$ cat config.mk
export PLATFORM = sky130hd
export DESIGN_NAME = issue_queue_flat
export DESIGN_NICKNAME = d
export VERILOG_FILES = /design/src/rtl/issue_queue_if.sv /design/src/rtl/issue_queue.sv /design/src/flat_wrapper.sv
export SDC_FILE = /design/constraint.sdc
export NUM_CORES = 1
export LEC_CHECK = 0
export CORE_MARGIN = 4
export CORE_UTILIZATION = 40
export DETAILED_ROUTE_END_ITERATION = 8
export GPL_TIMING_DRIVEN = 0
export PLACE_DENSITY = 0.59
export SETUP_SLACK_MARGIN = 0.15
export SLEW_MARGIN = 15
export SYNTH_ARGS = -nofsm -noshare
export SYNTH_HDL_FRONTEND = slang
export SYNTH_SLANG_ARGS = --single-unit
$ cat constraint.sdc
create_clock -name clk -period 20.5 [get_ports clk]
set_clock_uncertainty 0.15 [all_clocks]
set_input_delay 4.1 -clock clk [delete_from_list [all_inputs] [get_ports clk]]
set_output_delay 4.1 -clock clk [all_outputs]
set_load 0.05 [all_outputs]
$ cat src/rtl/issue_queue_if.sv
// Decode-to-execute issue bundle: two in-order enqueue slots in, two issue slots out.
interface issue_queue_if #(
  parameter int DEPTH = 8,
  parameter int W     = 64
);
  localparam int CW = $clog2(DEPTH) + 1;

  logic [1:0]        in_valid;
  logic [1:0][W-1:0] in_data;
  logic [1:0][4:0]   in_src1;
  logic [1:0][4:0]   in_src2;
  logic [1:0][4:0]   in_dst;
  logic [1:0]        in_wen;
  logic [1:0]        in_md;
  logic              in_ready;
  logic              stallE;
  logic              flushE;
  logic [1:0]        out_valid;
  logic [1:0][W-1:0] out_data;
  logic [CW-1:0]     count;

  modport master (
    output in_valid, in_data, in_src1, in_src2, in_dst, in_wen, in_md, stallE, flushE,
    input  in_ready, out_valid, out_data, count
  );

  modport slave (
    input  in_valid, in_data, in_src1, in_src2, in_dst, in_wen, in_md, stallE, flushE,
    output in_ready, out_valid, out_data, count
  );
endinterface

$ cat src/rtl/issue_queue.sv
// Dual-enqueue, dual-issue in-order issue queue; slot 1 pairs with slot 0 only when
// no RAW, WAW or double mult/div conflict exists between the two head entries.
module issue_queue #(
  parameter int DEPTH = 8,
  parameter int W     = 64
) (
  input  logic         clk,
  input  logic         reset,
  issue_queue_if.slave io
);
  localparam int AW = $clog2(DEPTH);
  localparam int CW = AW + 1;
  localparam logic [CW-1:0] READY_MAX = CW'(DEPTH - 2);

  logic [W-1:0] data_q [DEPTH];
  logic [4:0]   src1_q [DEPTH];
  logic [4:0]   src2_q [DEPTH];
  logic [4:0]   dst_q  [DEPTH];
  logic         wen_q  [DEPTH];
  logic         md_q   [DEPTH];

  logic [AW-1:0] head_q, head_d, tail_q, tail_d;
  logic [CW-1:0] count_q, count_d;

  logic          ready;
  logic          enq_ok, we0, we1;
  logic [AW-1:0] wa0, wa1, head1;
  logic [1:0]    enq_n, deq_n;
  logic          ov0, ov1, pair_ok;

  // Admission looks only at registered occupancy, so ready never depends on this cycle's issue.
  assign ready  = (count_q <= READY_MAX);
  assign enq_ok = ready && !io.flushE;
  assign we0    = enq_ok && io.in_valid[0];
  assign we1    = enq_ok && io.in_valid[1];
  assign wa0    = tail_q;
  assign wa1    = io.in_valid[0] ? tail_q + AW'(1) : tail_q;
  assign enq_n  = {1'b0, we0} + {1'b0, we1};

  assign head1 = head_q + AW'(1);

  always_comb begin
    pair_ok = 1'b1;
    if (wen_q[head_q] && (dst_q[head_q] != 5'd0) &&
        ((dst_q[head_q] == src1_q[head1]) || (dst_q[head_q] == src2_q[head1])))
      pair_ok = 1'b0;
    if (md_q[head_q] && md_q[head1])
      pair_ok = 1'b0;
    if (wen_q[head_q] && wen_q[head1] && (dst_q[head_q] != 5'd0) &&
        (dst_q[head_q] == dst_q[head1]))
      pair_ok = 1'b0;
  end

  assign ov0   = (count_q != '0) && !io.stallE && !io.flushE;
  assign ov1   = ov0 && (count_q >= CW'(2)) && pair_ok;
  assign deq_n = {1'b0, ov0} + {1'b0, ov1};

  assign io.in_ready  = ready;
  assign io.count     = count_q;
  assign io.out_valid = {ov1, ov0};
  assign io.out_data  = {data_q[head1], data_q[head_q]};

  always_comb begin
    head_d  = head_q;
    tail_d  = tail_q;
    count_d = count_q;
    if (io.flushE) begin
      head_d  = '0;
      tail_d  = '0;
      count_d = '0;
    end else begin
      head_d  = head_q + AW'(deq_n);
      tail_d  = tail_q + AW'(enq_n);
      count_d = count_q + CW'(enq_n) - CW'(deq_n);
    end
  end

  always_ff @(posedge clk or negedge reset) begin
    if (!reset) begin
      head_q  <= '0;
      tail_q  <= '0;
      count_q <= '0;
    end else begin
      head_q  <= head_d;
      tail_q  <= tail_d;
      count_q <= count_d;
    end
  end

  // Payload storage carries no reset; pointers alone decide what is live.
  always_ff @(posedge clk) begin
    if (we0) begin
      data_q[wa0] <= io.in_data[0];
      src1_q[wa0] <= io.in_src1[0];
      src2_q[wa0] <= io.in_src2[0];
      dst_q[wa0]  <= io.in_dst[0];
      wen_q[wa0]  <= io.in_wen[0];
      md_q[wa0]   <= io.in_md[0];
    end
    if (we1) begin
      data_q[wa1] <= io.in_data[1];
      src1_q[wa1] <= io.in_src1[1];
      src2_q[wa1] <= io.in_src2[1];
      dst_q[wa1]  <= io.in_dst[1];
      wen_q[wa1]  <= io.in_wen[1];
      md_q[wa1]   <= io.in_md[1];
    end
  end
endmodule

$ cat src/flat_wrapper.sv
// flat-port wrapper written by rule: the top's interface ports become plain ports
module issue_queue_flat 
#(
  parameter int DEPTH = 8,
  parameter int W     = 64
)
  (clk, reset, io_in_valid, io_in_data, io_in_src1, io_in_src2, io_in_dst, io_in_wen, io_in_md, io_stallE, io_flushE, io_in_ready, io_out_valid, io_out_data, io_count);
  issue_queue_if #(.DEPTH(DEPTH), .W(W)) io_i ();
  input  logic clk;
  input  logic reset;
  input wire logic [$bits(io_i.in_valid)-1:0] io_in_valid;
  input wire logic [$bits(io_i.in_data)-1:0] io_in_data;
  input wire logic [$bits(io_i.in_src1)-1:0] io_in_src1;
  input wire logic [$bits(io_i.in_src2)-1:0] io_in_src2;
  input wire logic [$bits(io_i.in_dst)-1:0] io_in_dst;
  input wire logic [$bits(io_i.in_wen)-1:0] io_in_wen;
  input wire logic [$bits(io_i.in_md)-1:0] io_in_md;
  input wire logic [$bits(io_i.stallE)-1:0] io_stallE;
  input wire logic [$bits(io_i.flushE)-1:0] io_flushE;
  output wire logic [$bits(io_i.in_ready)-1:0] io_in_ready;
  output wire logic [$bits(io_i.out_valid)-1:0] io_out_valid;
  output wire logic [$bits(io_i.out_data)-1:0] io_out_data;
  output wire logic [$bits(io_i.count)-1:0] io_count;
  assign io_i.in_valid = io_in_valid;
  assign io_i.in_data = io_in_data;
  assign io_i.in_src1 = io_in_src1;
  assign io_i.in_src2 = io_in_src2;
  assign io_i.in_dst = io_in_dst;
  assign io_i.in_wen = io_in_wen;
  assign io_i.in_md = io_in_md;
  assign io_i.stallE = io_stallE;
  assign io_i.flushE = io_flushE;
  assign io_in_ready = io_i.in_ready;
  assign io_out_valid = io_i.out_valid;
  assign io_out_data = io_i.out_data;
  assign io_count = io_i.count;
  issue_queue #(.DEPTH(DEPTH), .W(W)) u_core (.clk(clk), .reset(reset), .io(io_i));
endmodule
Yosys cells after proc, flatten, opt, wreduce, memory -nomap -nowiden
Memories as Yosys holds them, arrays and structs flattened.
Cells that the tools add are included.
Storage, ports and cells
  register bits after elaboration: 10
  RAM bits: 648
  input bits: 168
  output and inout bits: 135
  logic and storage cells: 51
  memories kept: 6
Operators by class
  $add $sub $neg: 8
  order comparisons: 2
  equality and inequality tests: 3
  mux-type cells: 11
  reduce and logical (&&, ||, !) cells: 18
Memories
  u_core.data_q: depth 8, bits a word 64, rd ports 2, clocked after Yosys merged registers in 0, write ports 2, line issue_queue.sv:15  | logic [W-1:0] data_q [DEPTH];
  u_core.dst_q: depth 8, bits a word 5, rd ports 2, clocked after Yosys merged registers in 0, write ports 2, line issue_queue.sv:18  | logic [4:0] dst_q [DEPTH];
  u_core.src1_q: depth 8, bits a word 5, rd ports 1, clocked after Yosys merged registers in 0, write ports 2, line issue_queue.sv:16  | logic [4:0] src1_q [DEPTH];
  u_core.src2_q: depth 8, bits a word 5, rd ports 1, clocked after Yosys merged registers in 0, write ports 2, line issue_queue.sv:17  | logic [4:0] src2_q [DEPTH];
  u_core.md_q: depth 8, bits a word 1, rd ports 2, clocked after Yosys merged registers in 0, write ports 2, line issue_queue.sv:20  | logic md_q [DEPTH];
  u_core.wen_q: depth 8, bits a word 1, rd ports 2, clocked after Yosys merged registers in 0, write ports 2, line issue_queue.sv:19  | logic wen_q [DEPTH];
Operator list (count)
  equality test 5 bit: 3
  logical AND 1 bit: 13
  2-to-1 mux 3 bit: 3
  2-to-1 mux 1 bit: 7
  adder 3 x 1 -> 3 bit (second input constant): 2
  adder 3 x 2 -> 3 bit: 2
  nonzero test 5 bit: 1
  adder 1 x 1 -> 2 bit: 2
  adder 4 x 2 -> 4 bit: 1
  greater-or-equal comparator 4 x 2 -> 1 bit (second input constant): 1
  <= comparator 4 x 3 -> 1 bit (second input constant): 1
  2-to-1 mux 4 bit: 1
  nonzero test 4 bit: 1
  subtractor 4 x 2 -> 4 bit: 1
  zero test 1 bit: 2
  logical OR 1 bit: 1

Depth between registers and ports, before layout
Gate-level depths: netlist of the first run.
An unclocked memory read counts as a cell.
  depth in word-level cells: 12
  gate-level depth with buffers: 19
  depth with buffers taken out: 17

Worst setup path before layout of the first run
Ideal clock, no wire load.
  path type: input to register
  start point: input io_flushE
  end point: memory u_core.data_q[3][0] (enable)
  setup time: 632 ps
  data arrival time: 10138 ps
  required time: 19718 ps
  setup slack: 9580 ps
  cell stages on the path: 3
  buffers on the path: 0
  path through: and3b_1 -> nand2_1 -> o21ai_0
RTL lines
  from (decl): line flat_wrapper.sv:19  | input wire logic [$bits(io_i.flushE)-1:0] io_flushE;
  to (decl): line issue_queue.sv:15

Final worst setup path of the first run
  start point: input io_flushE
  end point: output io_out_valid[1]
Between the ends
  word-level cells in the longest chain between the ends: 4
Ends and longest elaborated chain
  zero test 1 bit: line issue_queue.sv:54  | assign ov0 = (count_q != '0) && !io.stallE && !io.flushE;
  logical AND 1 bit: line issue_queue.sv:54
  logical AND 1 bit (2 in a row): line issue_queue.sv:55  | assign ov1 = ov0 && (count_q >= CW'(2)) && pair_ok;
  to (decl): line flat_wrapper.sv:21  | output wire logic [$bits(io_i.out_valid)-1:0] io_out_valid;
Every way passes these cells.

==> results of run 1 <==
-- per-layer routing --
metal | global-route usage, % | up-vias | wire length [µm]
met5 | 0 | - | 77
met2 | 41.4 | 842 | 61700
met1 | 31.1 | 12081 | 48300
met4 | 7.67 | 12 | 2820
met3 | 4.65 | 189 | 7940
li1 | - | 9460 | -
-- critical path, delay by kind of cell --
kind            cells  cell delay [ns]
buf+inv             3             1.48
simple gates        1             0.31
compound gates      2             0.92
-- through the flow --
stage | setup slack [ns] | std cells | cell area [µm²]
floorplan | 9.58 | 2057 | 37300
finish | 9.44 | 3799 | 45300
CTS | 9.45 | 3778 | 45300
global placement | 0.664 | 3602 | 41800
detailed placement | 9.47 | 3640 | 42900
global route | 9.33 | 3791 | 45300
-- cells by family (layout without fill, tap and decap cells) --
group | after synthesis | count (layout) | share of synthesized area, %
buffers and inverters | 174 | 652 | 2.32
flip-flops | 658 | 658 | 52.9
multiplexers | 1099 | 1099 | 42.3
XOR/XNOR | 23 | 23 | 0.561
AO/OA/AOI/OAI | 31 | 31 | 0.544
other | 0 | 21 | 0
AND/OR/NAND/NOR | 56 | 56 | 0.755
adder cells (fa/ha/maj) | 16 | 16 | 0.618
-- state kept, by name (all words and copies together), names as in the netlist --
| register | flops |
|---|---|
| u_core.md_q | 8 |
| u_core.dst_q | 40 |
| u_core.io.count | 4 |
| u_core.head_q | 3 |
| u_core.wen_q | 8 |
| u_core.data_q | 512 |
| u_core.src1_q | 40 |
| u_core.src2_q | 40 |
| u_core.tail_q | 3 |
-- how the worst max path moves through the flow --
stage,endpoint,slack (ns),depth (start not counted)
floorplan,u_core.data_q[3][0]$_DFFE_PP_,9.58,3
global placement,u_core.data_q[3][27]$_DFFE_PP_,0.66,4
detailed placement,io_out_valid[1],9.47,6
CTS,io_out_valid[1],9.45,6
global route,io_out_valid[1],9.33,6
finish,io_out_valid[1],9.44,6
-- cell type report --
class,instances,share of cell area (%)
diodes,21,0.116
plain buffers,158,1.78
clock buffers,103,4.65
clock inverters,35,0.679
inverters,16,0.132
multi-input cells,1225,37.0
flip-flops and latches,658,43.5
well taps,1243,3.43
repair buffers,340,8.75
-- Yosys cell counts, drive strengths merged, types with 10 or more instances --
master and n:
mux2 776, mux2i 23, xnor2 10, dfrtp 10, clkbuf 31, mux4 300
nand2 18, edfxtp 648, xor2 13, inv 16, buf 127, o21ai 10
ha 12
-- power breakdown --
part / switching (mW) / leakage (nW) / internal, mW / total, mW
logic: 1.59 / 7.31 / 1.13 / 2.73
registers: 0.0372 / 6.00 / 1.58 / 1.62
clock network: 0.556 / 1.18 / 0.774 / 1.33
total: 2.19 / 14.5 / 3.49 / 5.68
==> results.sh, run 1 <==
export IMPL_viasPerCell=5.94
export IMPL_yosys_area_top_type="edfxtp_1"
export IMPL_fin_crit_ns=11.06
export IMPL_rr_startpoint="u_core.head_q[1]$_DFF_PN0_"
export IMPL_rows=111
export IMPL_wl_mm=121
export IMPL_drtPass1Iterations=7
export IMPL_whs_ns=0.540
export IMPL_detail_route_iter0_violations=2055
export IMPL_syn_num_nets=2241
export IMPL_grt_pass1_vias=24148
export IMPL_final_seq_area_um2=19700
export IMPL_maxSlewHeadroom_pct=22.2
export IMPL_outcome="finished, final reports clean"
export IMPL_async_reset_ff_share_pct=1.52
export IMPL_worstPathCellList="clkdlybuf4s50_1, nor2_1, o2111ai_1, a21oi_1, buf_4, clkdlybuf4s50_1"
export IMPL_vias=22584
export IMPL_wl_per_cell_um=31.8
export IMPL_area_growth_pct=21.6
export IMPL_clkSinkCount=658
export IMPL_whs_path_depth=2
export IMPL_floorplan_die_area_um2=98100
export IMPL_synth_seq_area_share_pct=52.9
export IMPL_track_usage_pct=24.2
export IMPL_grt_overflow=0
export IMPL_power_total_mw=5.68
export IMPL_grt_max_degree=35
export IMPL_post_route_drc_count=0
export IMPL_antenna_found_initial=23
export IMPL_hp_class="reg -> reg"
export IMPL_final_common_cell="mux2_2"
export IMPL_min_delay_start="u_core.tail_q[2]$_DFF_PN0_"
export IMPL_ctsResizeCount=0
export IMPL_path_max_fanout=4
export IMPL_ys_seq_elements=658
export IMPL_cts_setup_buffers=0
export IMPL_powerDensity_nw_per_um2=125
export IMPL_die_w_um=313
export IMPL_drive_above_1_share_pct=53.3
export IMPL_peakVddDrop_mv=0.0679
export IMPL_grt_pass1_wl_mm=172
export IMPL_portBuffers=302
export IMPL_worst_pin_slew_ns=1.17
export IMPL_worst_r2r_cell_count=16
export IMPL_p_leak_nw=14.5
export IMPL_syn_inst=2057
export IMPL_reg2reg_to="u_core.io.count[3]$_DFF_PN0_"
export IMPL_maxClockFrequency_mhz=90.5
export IMPL_crit_arrival_ns=6.81
export IMPL_clockBufferDepth=3
export IMPL_h_tree_depth=3
export IMPL_num_fill_cells=7709
export IMPL_dpl_hpwl_mm=80.2
export IMPL_synth_edff_count=648
export IMPL_cp_slowest_cell="clkdlybuf4s50_1"
export IMPL_setup_viol=0
export IMPL_path_clk_slew_ns=0.06
export IMPL_max_stage_delay_ns=0.80
export IMPL_startpoint_type="primary input"
export IMPL_yosysWarnings=0
export IMPL_cp_startpoint="io_flushE"
export IMPL_maxCapViolations=0
export IMPL_final_nets=2659
export IMPL_cp_data_required_time_ns=16.25
export IMPL_min_to="u_core.tail_q[2]$_DFF_PN0_"
export IMPL_hold_buffers=0
export IMPL_critPathCaptureType="output pin"
export IMPL_grt_setup_unrepaired="false"
export IMPL_netlist_cell_type_count=47
export IMPL_slew_viol_final=0
export IMPL_start_util_pct=40.5
export IMPL_worst_path_most_repeated_cell="clkdlybuf4s50_1"
export IMPL_synthTopCellsByArea="edfxtp_1 52%, mux2_2 23%, mux4_2 18%"
export IMPL_final_period_utilization_pct=53.9
export IMPL_path_class="in -> out"
export IMPL_io_pin_count=303
export IMPL_synth_top_cell_area_share_pct=52.2
export IMPL_hold_viol=0
export IMPL_synth_top_flop_cell="edfxtp_1"
export IMPL_core_area_um2=92100
export IMPL_syn_area_um2=37300
export IMPL_cts_root_buf="clkbuf_16"
export IMPL_tns_ns=0
export IMPL_cts_tree="yes"
export IMPL_final_cell_mix="776 x mux2_2, 648 x edfxtp_1, 302 x clkdlybuf4s50_1"
export IMPL_utilization_pct=49.2
export IMPL_clk_insertion_delay_late_ns=0.62
export IMPL_r2r_slack_ns=15.00
export IMPL_cts_buffers=76
export IMPL_ant_nets=0
export IMPL_dieHeight_um=313
export IMPL_multiInputGateArea_um2=16800
export IMPL_gp_congestion=0.789
export IMPL_avgSynthCellArea_um2=18.1
(Power assumes the default switching activity.)
==> inputs of run 2 (changes only) <==
clock period = 10.2 ns   (was 20.5 ns; I/O delays follow)
==> results of run 2 <==
Same layout as run 1 (identical final DEF). Status: finished, final reports clean.
Among the figures that moved: setup slack after placement 9.47 ns -> 3.29 ns; setup slack after layout 9.44 ns -> 2.78 ns; start point of the critical path io_flushE -> u_core.head_q[1]$_DFF_PN0_; register-to-register setup slack 15.00 ns -> 4.70 ns; total power 5.68 mW -> 11.4 mW; worst IR drop on VDD 0.0679 mV -> 0.137 mV
==> RTL edit 1 (config.mk and constraints of run 2) <==
Make the reset (`reset`) synchronous in one clocked block.
--- a/src/rtl/issue_queue.sv
+++ b/src/rtl/issue_queue.sv
@@ -77,3 +77,3 @@
 
-  always_ff @(posedge clk or negedge reset) begin
+  always_ff @(posedge clk) begin
     if (!reset) begin
Formal check against the unedited RTL: differs if reset is asserted again (counterexample within 4 cycles, from zero or initial values and one cycle with reset low); with reset held inactive, the same outputs for 4 cycles.
==> RTL edit 1 against run 2 <==
Register-to-register slack better by 0.69 ns. Worst setup slack better by 0.60 ns. Sequential cell count unchanged. Synthesized area up 0.38%. Core utilization about the same. Wire length down 0.89%. Hold slack worse by 0.052 ns. Count of clock-buffer cells in the layout down 6. Global-route usage down 0.17 points. Final area up 0.12%. Critical path depth down 3. First-iteration DRC count down 7.5%. Critical endpoint unchanged. Highest routed layer unchanged.
Power is not compared: it rests on default switching activity, and its combinational part moved more than twofold at a synthesized area within 25%.
==> RTL edit 1: results (changes against run 2) <==
Global route
The maximum number of pins on one net before global-route repair is 35 (unchanged). The global-route met2 utilization is 40.7% (-0.73 points). The aggregate global-route resource usage is 24.0% (-0.17 points).

The met1 track utilization from global routing is 31.0% (-0.12 points). The number of global-route vias before repair came to 24,200 (+0.087%). The initial antenna violation count is 28 (+22%). The global routing usage on met3 was 5.25% (+0.61 points).

The first-pass GRT wire length was 172 mm (-0.26%).

Logic synthesis
In the synthesized netlist, the cells that appear most often are sky130_fd_sc_hd__mux2_2 (746), sky130_fd_sc_hd__edfxtp_1 (648), sky130_fd_sc_hd__mux4_2 (289), sky130_fd_sc_hd__buf_2 (88), sky130_fd_sc_hd__buf_4 (39). The share of synthesized flip-flops with an asynchronous set or reset is 0% (-1.5 points). The count of distinct cell types in the synthesized netlist is 51 (+8.5%). The number of synthesized flops with an enable pin is 648 (unchanged). The post-synth net total is 2,235 (-0.27%). After synthesis, the cell types taking the most area are sky130_fd_sc_hd__edfxtp_1 (52%), sky130_fd_sc_hd__mux2_2 (22%), sky130_fd_sc_hd__mux4_2 (17%), sky130_fd_sc_hd__buf_2 (1.2%), sky130_fd_sc_hd__mux4_1 (1.1%). The sequential share of the synthesized area is 52.5% (-0.34 points).

Finish
The number of flip-flops under the largest register name is 512 (unchanged). The final net count was 2,658 (-0.038%). The share of layout cells above drive strength 1 is 52.7% (-0.64 points). The count of filler cells inserted in the layout was 7,678 (-0.40%). Ranked by flip-flop count, first place goes to u_core.data_q.

Worst setup path
The largest fanout on the critical path is 5 (-5). The number of cells traversed by the worst register-to-register path is 16 (unchanged). The data arrival time of the critical path came to 4.63 ns (-0.60 ns).

Drt
The post-route met1 wirelength is 47.8 mm (-1.0%). The met3 wire length was 9.27 mm (+17%). The routed wire length on met2 was 59.9 mm (-3.0%).

The wire length reported by the detailed router came to 120 mm (-0.89%). The total number of vias is 22,500 (-0.51%). The highest routed metal layer is met5.

The number of detailed-route iterations in the first pass is 5 (-2). The number of violations reported at the end of detailed-routing iteration 0 is 1,901 (-7.5%).

CTS
The maximum count of clock buffers along a single path is 3 (unchanged). The number of buffers added for setup after CTS is 0 (unchanged). The number of resized instances in the post-cts repair step is 0 (unchanged). The later pin in the worst-skew pair is clocked with a latency of 0.61 ns. After clock tree synthesis, the clock-pin slew on the worst setup and hold paths is 0.05 ns.

Power
For this design the static power due to leakage is 14.4 nW.

Placement
The HPWL after detailed placement is 81.1 mm (+1.0%). The number of input and output port buffers inserted is 301 (-0.33%). The area of placed instances came to 43,100 um2 (+0.52%). The placer congestion estimate is 0.772 (-2.2%).

STA
The slew at the pin closest to its max-slew limit is 1.10 ns (-0.0627 ns).

Hold path
The path class of the tightest hold or removal check is register to register. The cell depth of the worst min-delay path is 2 (unchanged).

Floorplanning
The core area was 92,200 um2 (+0.15%).

Outcome
The flow ran to the end, and the final reports show no timing, DRC or antenna violations.
[RTL edit 1: layout make-up]
| type | instances | area, um2 | area share [%] |
|---|---|---|---|
| Antenna cell | 26 | 65.1 | 0.143 |
| Buffer | 157 | 913 | 2.01 |
| Clock buffer | 97 | 2000 | 4.41 |
| Clock inverter | 33 | 233 | 0.513 |
| Inverter | 16 | 60.1 | 0.132 |
| Multi-Input combinational cell | 1220 | 16900 | 37.2 |
| Sequential cell | 658 | 19700 | 43.3 |
| Tap cell | 1243 | 1560 | 3.43 |
| Timing Repair Buffer | 345 | 4030 | 8.89 |
[RTL edit 1: power by group through the flow]
stage          sequential, mW  clock [mW]  combinational (mW)
2_1_floorplan            3.22           0                1.69
3_3_place_gp             3.24           0                2.52
3_5_place_dp             3.20           0                2.58
4_1_cts                  3.14        2.60                2.59
5_1_grt                  3.15        2.71                2.69
6_report                 3.14        2.55                2.56
[RTL edit 1: worst max-delay path, cell delays in order]
cell	delay [ns]
sky130_fd_sc_hd__clkdlybuf4s50_1	0.46
sky130_fd_sc_hd__nor2_1	0.34
sky130_fd_sc_hd__o2111ai_1	0.21
sky130_fd_sc_hd__a41o_1	0.24
sky130_fd_sc_hd__o22ai_1	0.36
sky130_fd_sc_hd__buf_4	0.19
sky130_fd_sc_hd__clkdlybuf4s50_1	0.79
[RTL edit 1: metrics by stage]
stage / utilization (%) / hold slack [ns] / worst slack [ns] / setup TNS (ns) / cells
2_1_floorplan: - / 0.411 / 0.821 / 0 / 2051
3_3_place_gp: 45.5 / 0.462 / -8.10 / -3076.40 / 3595
3_5_place_dp: 46.7 / 0.466 / 3.33 / 0 / 3639
4_1_cts: 49.1 / 0.483 / 3.32 / 0 / 3769
5_1_grt: 49.2 / 0.544 / 3.31 / 0 / 3780
6_report: 49.2 / 0.488 / 3.38 / 0 / 3795
[RTL edit 1: path summary, 6_finish.rpt]
| path | slack [ns] | from | endpoint |
|---|---|---|---|
| setup / recovery | 3.38 | io_flushE | io_out_valid[1] |
| hold / removal | 0.49 | u_core.tail_q[2]$_SDFF_PP0_ | u_core.tail_q[2]$_SDFF_PP0_ |
| setup reg to reg | 5.39 | u_core.head_q[0]$_SDFF_PP0_ | u_core.io.count[3]$_SDFF_PP0_ |
| hold reg to reg | 0.49 | u_core.tail_q[2]$_SDFF_PP0_ | u_core.tail_q[2]$_SDFF_PP0_ |
[RTL edit 1: cells by family (layout without fill, tap and decap cells)]
group,count (synthesis),count (layout),synth area share (%)
simple gates,57,57,0.776
fa+ha+maj,16,16,0.615
mux,1095,1095,42.3
other cells,0,26,0
compound gates,31,31,0.592
buf+inv,173,648,2.60
flops,658,658,52.5
xor+xnor,21,21,0.542
==> RTL edit 2 (config.mk and constraints of run 2) <==
Without the edit above. `W` is set to 64 in 3 places; all go to 96.
--- a/src/rtl/issue_queue_if.sv
+++ b/src/rtl/issue_queue_if.sv
@@ -3,3 +3,3 @@
   parameter int DEPTH = 8,
-  parameter int W     = 64
+  parameter int W     = 96
 );
--- a/src/rtl/issue_queue.sv
+++ b/src/rtl/issue_queue.sv
@@ -4,3 +4,3 @@
   parameter int DEPTH = 8,
-  parameter int W     = 64
+  parameter int W     = 96
 ) (
--- a/src/flat_wrapper.sv
+++ b/src/flat_wrapper.sv
@@ -4,3 +4,3 @@
   parameter int DEPTH = 8,
-  parameter int W     = 64
+  parameter int W     = 96
 )
Ports: changed (resized io_in_data and io_out_data); port bits go from 303 to 431. The function was not compared with the original's and may differ.
==> RTL edit 2 against run 2 <==
Wire length rose by 45%. Worst setup slack gained 0.12 ns. Sequential share of layout area down 0.072 points. Hold slack better by 0.0069 ns. Global-route usage increased by 1.3 points. Synthesized area up 39%. Sequential cell count increased by 256. Power increased by 41%. Synthesized cell count rose by 37%. First-iteration DRC count rose by 51%. Final cell count increased by 39%. Fmax increased by 1.6%. Final area is 39% higher.
==> RTL edit 2: results (changes against run 2) <==
Outcome
The run finished with clean final reports.

Global route
The aggregate global-route resource usage is 25.4% (+1.3 points). The number of global-route vias before repair is 34,200 (+41%). The initial antenna violation count was 52 (+130%).

The first-pass GRT wire length is 249 mm (+45%).

Logic synthesis
Yosys attributes the largest share of cell area to sky130_fd_sc_hd__edfxtp_1 (52%), sky130_fd_sc_hd__mux4_2 (19%), sky130_fd_sc_hd__mux2_2 (14%), sky130_fd_sc_hd__mux2_1 (9.5%), sky130_fd_sc_hd__buf_2 (1.3%). After synthesis, the most frequently instantiated cells are sky130_fd_sc_hd__edfxtp_1 (904), sky130_fd_sc_hd__mux2_2 (661), sky130_fd_sc_hd__mux2_1 (435), sky130_fd_sc_hd__mux4_2 (426), sky130_fd_sc_hd__buf_2 (131). The XOR/XNOR share of the synthesized area was 0.425% (-0.14 points).

The arithmetic-cell share of the synthesized area counting full adders, half adders and majority gates is 0.444% (-0.17 points). The post-synth net total came to 3,076 (+37%). The count of distinct cell types in the synthesized netlist was 45 (-4.3%).

Power
The total combinational power is 7.86 mW (+43%). The part of the total power dissipated in sequential elements is 28.0% (-0.6 points). The power per cell area was 256 nW/um2 (+1.5%). The cell-internal power is 9.77 mW (+39%).

Drt
The number of violations reported at the end of detailed-routing iteration 0 is 3,095 (+51%). The total number of vias is 31,600 (+40%). The average detailed-routed wire length per instance was 33.2 um (+4.4%).

CTS
The clock latency on the worst-skew pair is 0.72 ns (+0.10 ns). The number of buffers inserted during clock tree synthesis came to 108 (+42%).

Finish
The antenna diode count came to 37 (+76%). The count of filler cells inserted in the layout came to 10,700 (+38%). The multi-input logic cell count came to 1,673 (+37%). The storage element area came to 27,400 um2 (+39%). The final net count is 3,670 (+38%). The clock network area share was 5.35% (+0.021 points).

The clock buffer instance count of the final layout is 136 (+32%). The number of flip-flops and latches is 914 (+39%). The number of flip-flops under the largest register name is 768 (+50%).

Worst setup path
The internal reg-to-reg setup slack was 5.00 ns (+0.30 ns). The worst stage delay on the critical path came to 0.75 ns (-0.05 ns). The data arrival time of the critical path was 5.12 ns (-0.11 ns).

Placement
The number of input and output port buffers inserted is 430 (+42%). The minimum setup slack after placement is 3.56 ns (+0.271 ns). The area of placed instances is 59,600 um2 (+39%). The placer congestion estimate is 0.796 (+0.84%).
## RTL edit 2: changes by cell type in the layout (fill, tap and decap cells not counted), sizes merged
cell	before	now
and2b	1	0
buf	165	253
bufinv	4	7
clkbuf	134	162
clkdlybuf4s50	302	430
clkinv	25	48
diode	21	37
edfxtp	648	904
inv	19	21
mux2	776	1096
mux4	300	428
nand2b	4	2
nor2b	6	7
or2b	0	2
## RTL edit 2: routing by layer
layer	vias to the layer above	routed length, um	share of wire, %	GRT usage [%]
met4	22	6060	3.5	9.79
met2	1341	85200	49	41.7
met1	16800	69400	40	32.8
met3	297	14300	8.2	6.11
li1	13100	-	-	-
met5	-	137	0.078	0
## RTL edit 2: metrics by stage
stage / cells / utilization (%) / TNS [ns] / hold slack, ns
2_1_floorplan: 2828 / - / -223.19 / 0.436
3_3_place_gp: 4987 / 45.5 / -6002.63 / 0.490
3_5_place_dp: 5041 / 46.5 / 0 / 0.545
4_1_cts: 5240 / 49.2 / 0 / 0.560
5_1_grt: 5257 / 49.2 / 0 / 0.590
6_report: 5277 / 49.2 / 0 / 0.547
## RTL edit 2: how the worst max path moves through the flow
stage                                from  slack [ns]  depth (start not counted)                              to
6_report       u_core.head_q[0]$_DFF_PN0_        2.89                          9                io_out_data[187]
5_1_grt        u_core.head_q[0]$_DFF_PN0_        2.74                          9                io_out_data[187]
3_3_place_gp               io_in_valid[0]      -13.21                          4  u_core.data_q[2][43]$_DFFE_PP_
3_5_place_dp                    io_flushE        3.56                          6                 io_out_valid[1]
2_1_floorplan                   io_flushE       -0.99                          3   u_core.data_q[3][0]$_DFFE_PP_
4_1_cts        u_core.head_q[0]$_DFF_PN0_        2.81                          9                io_out_data[187]
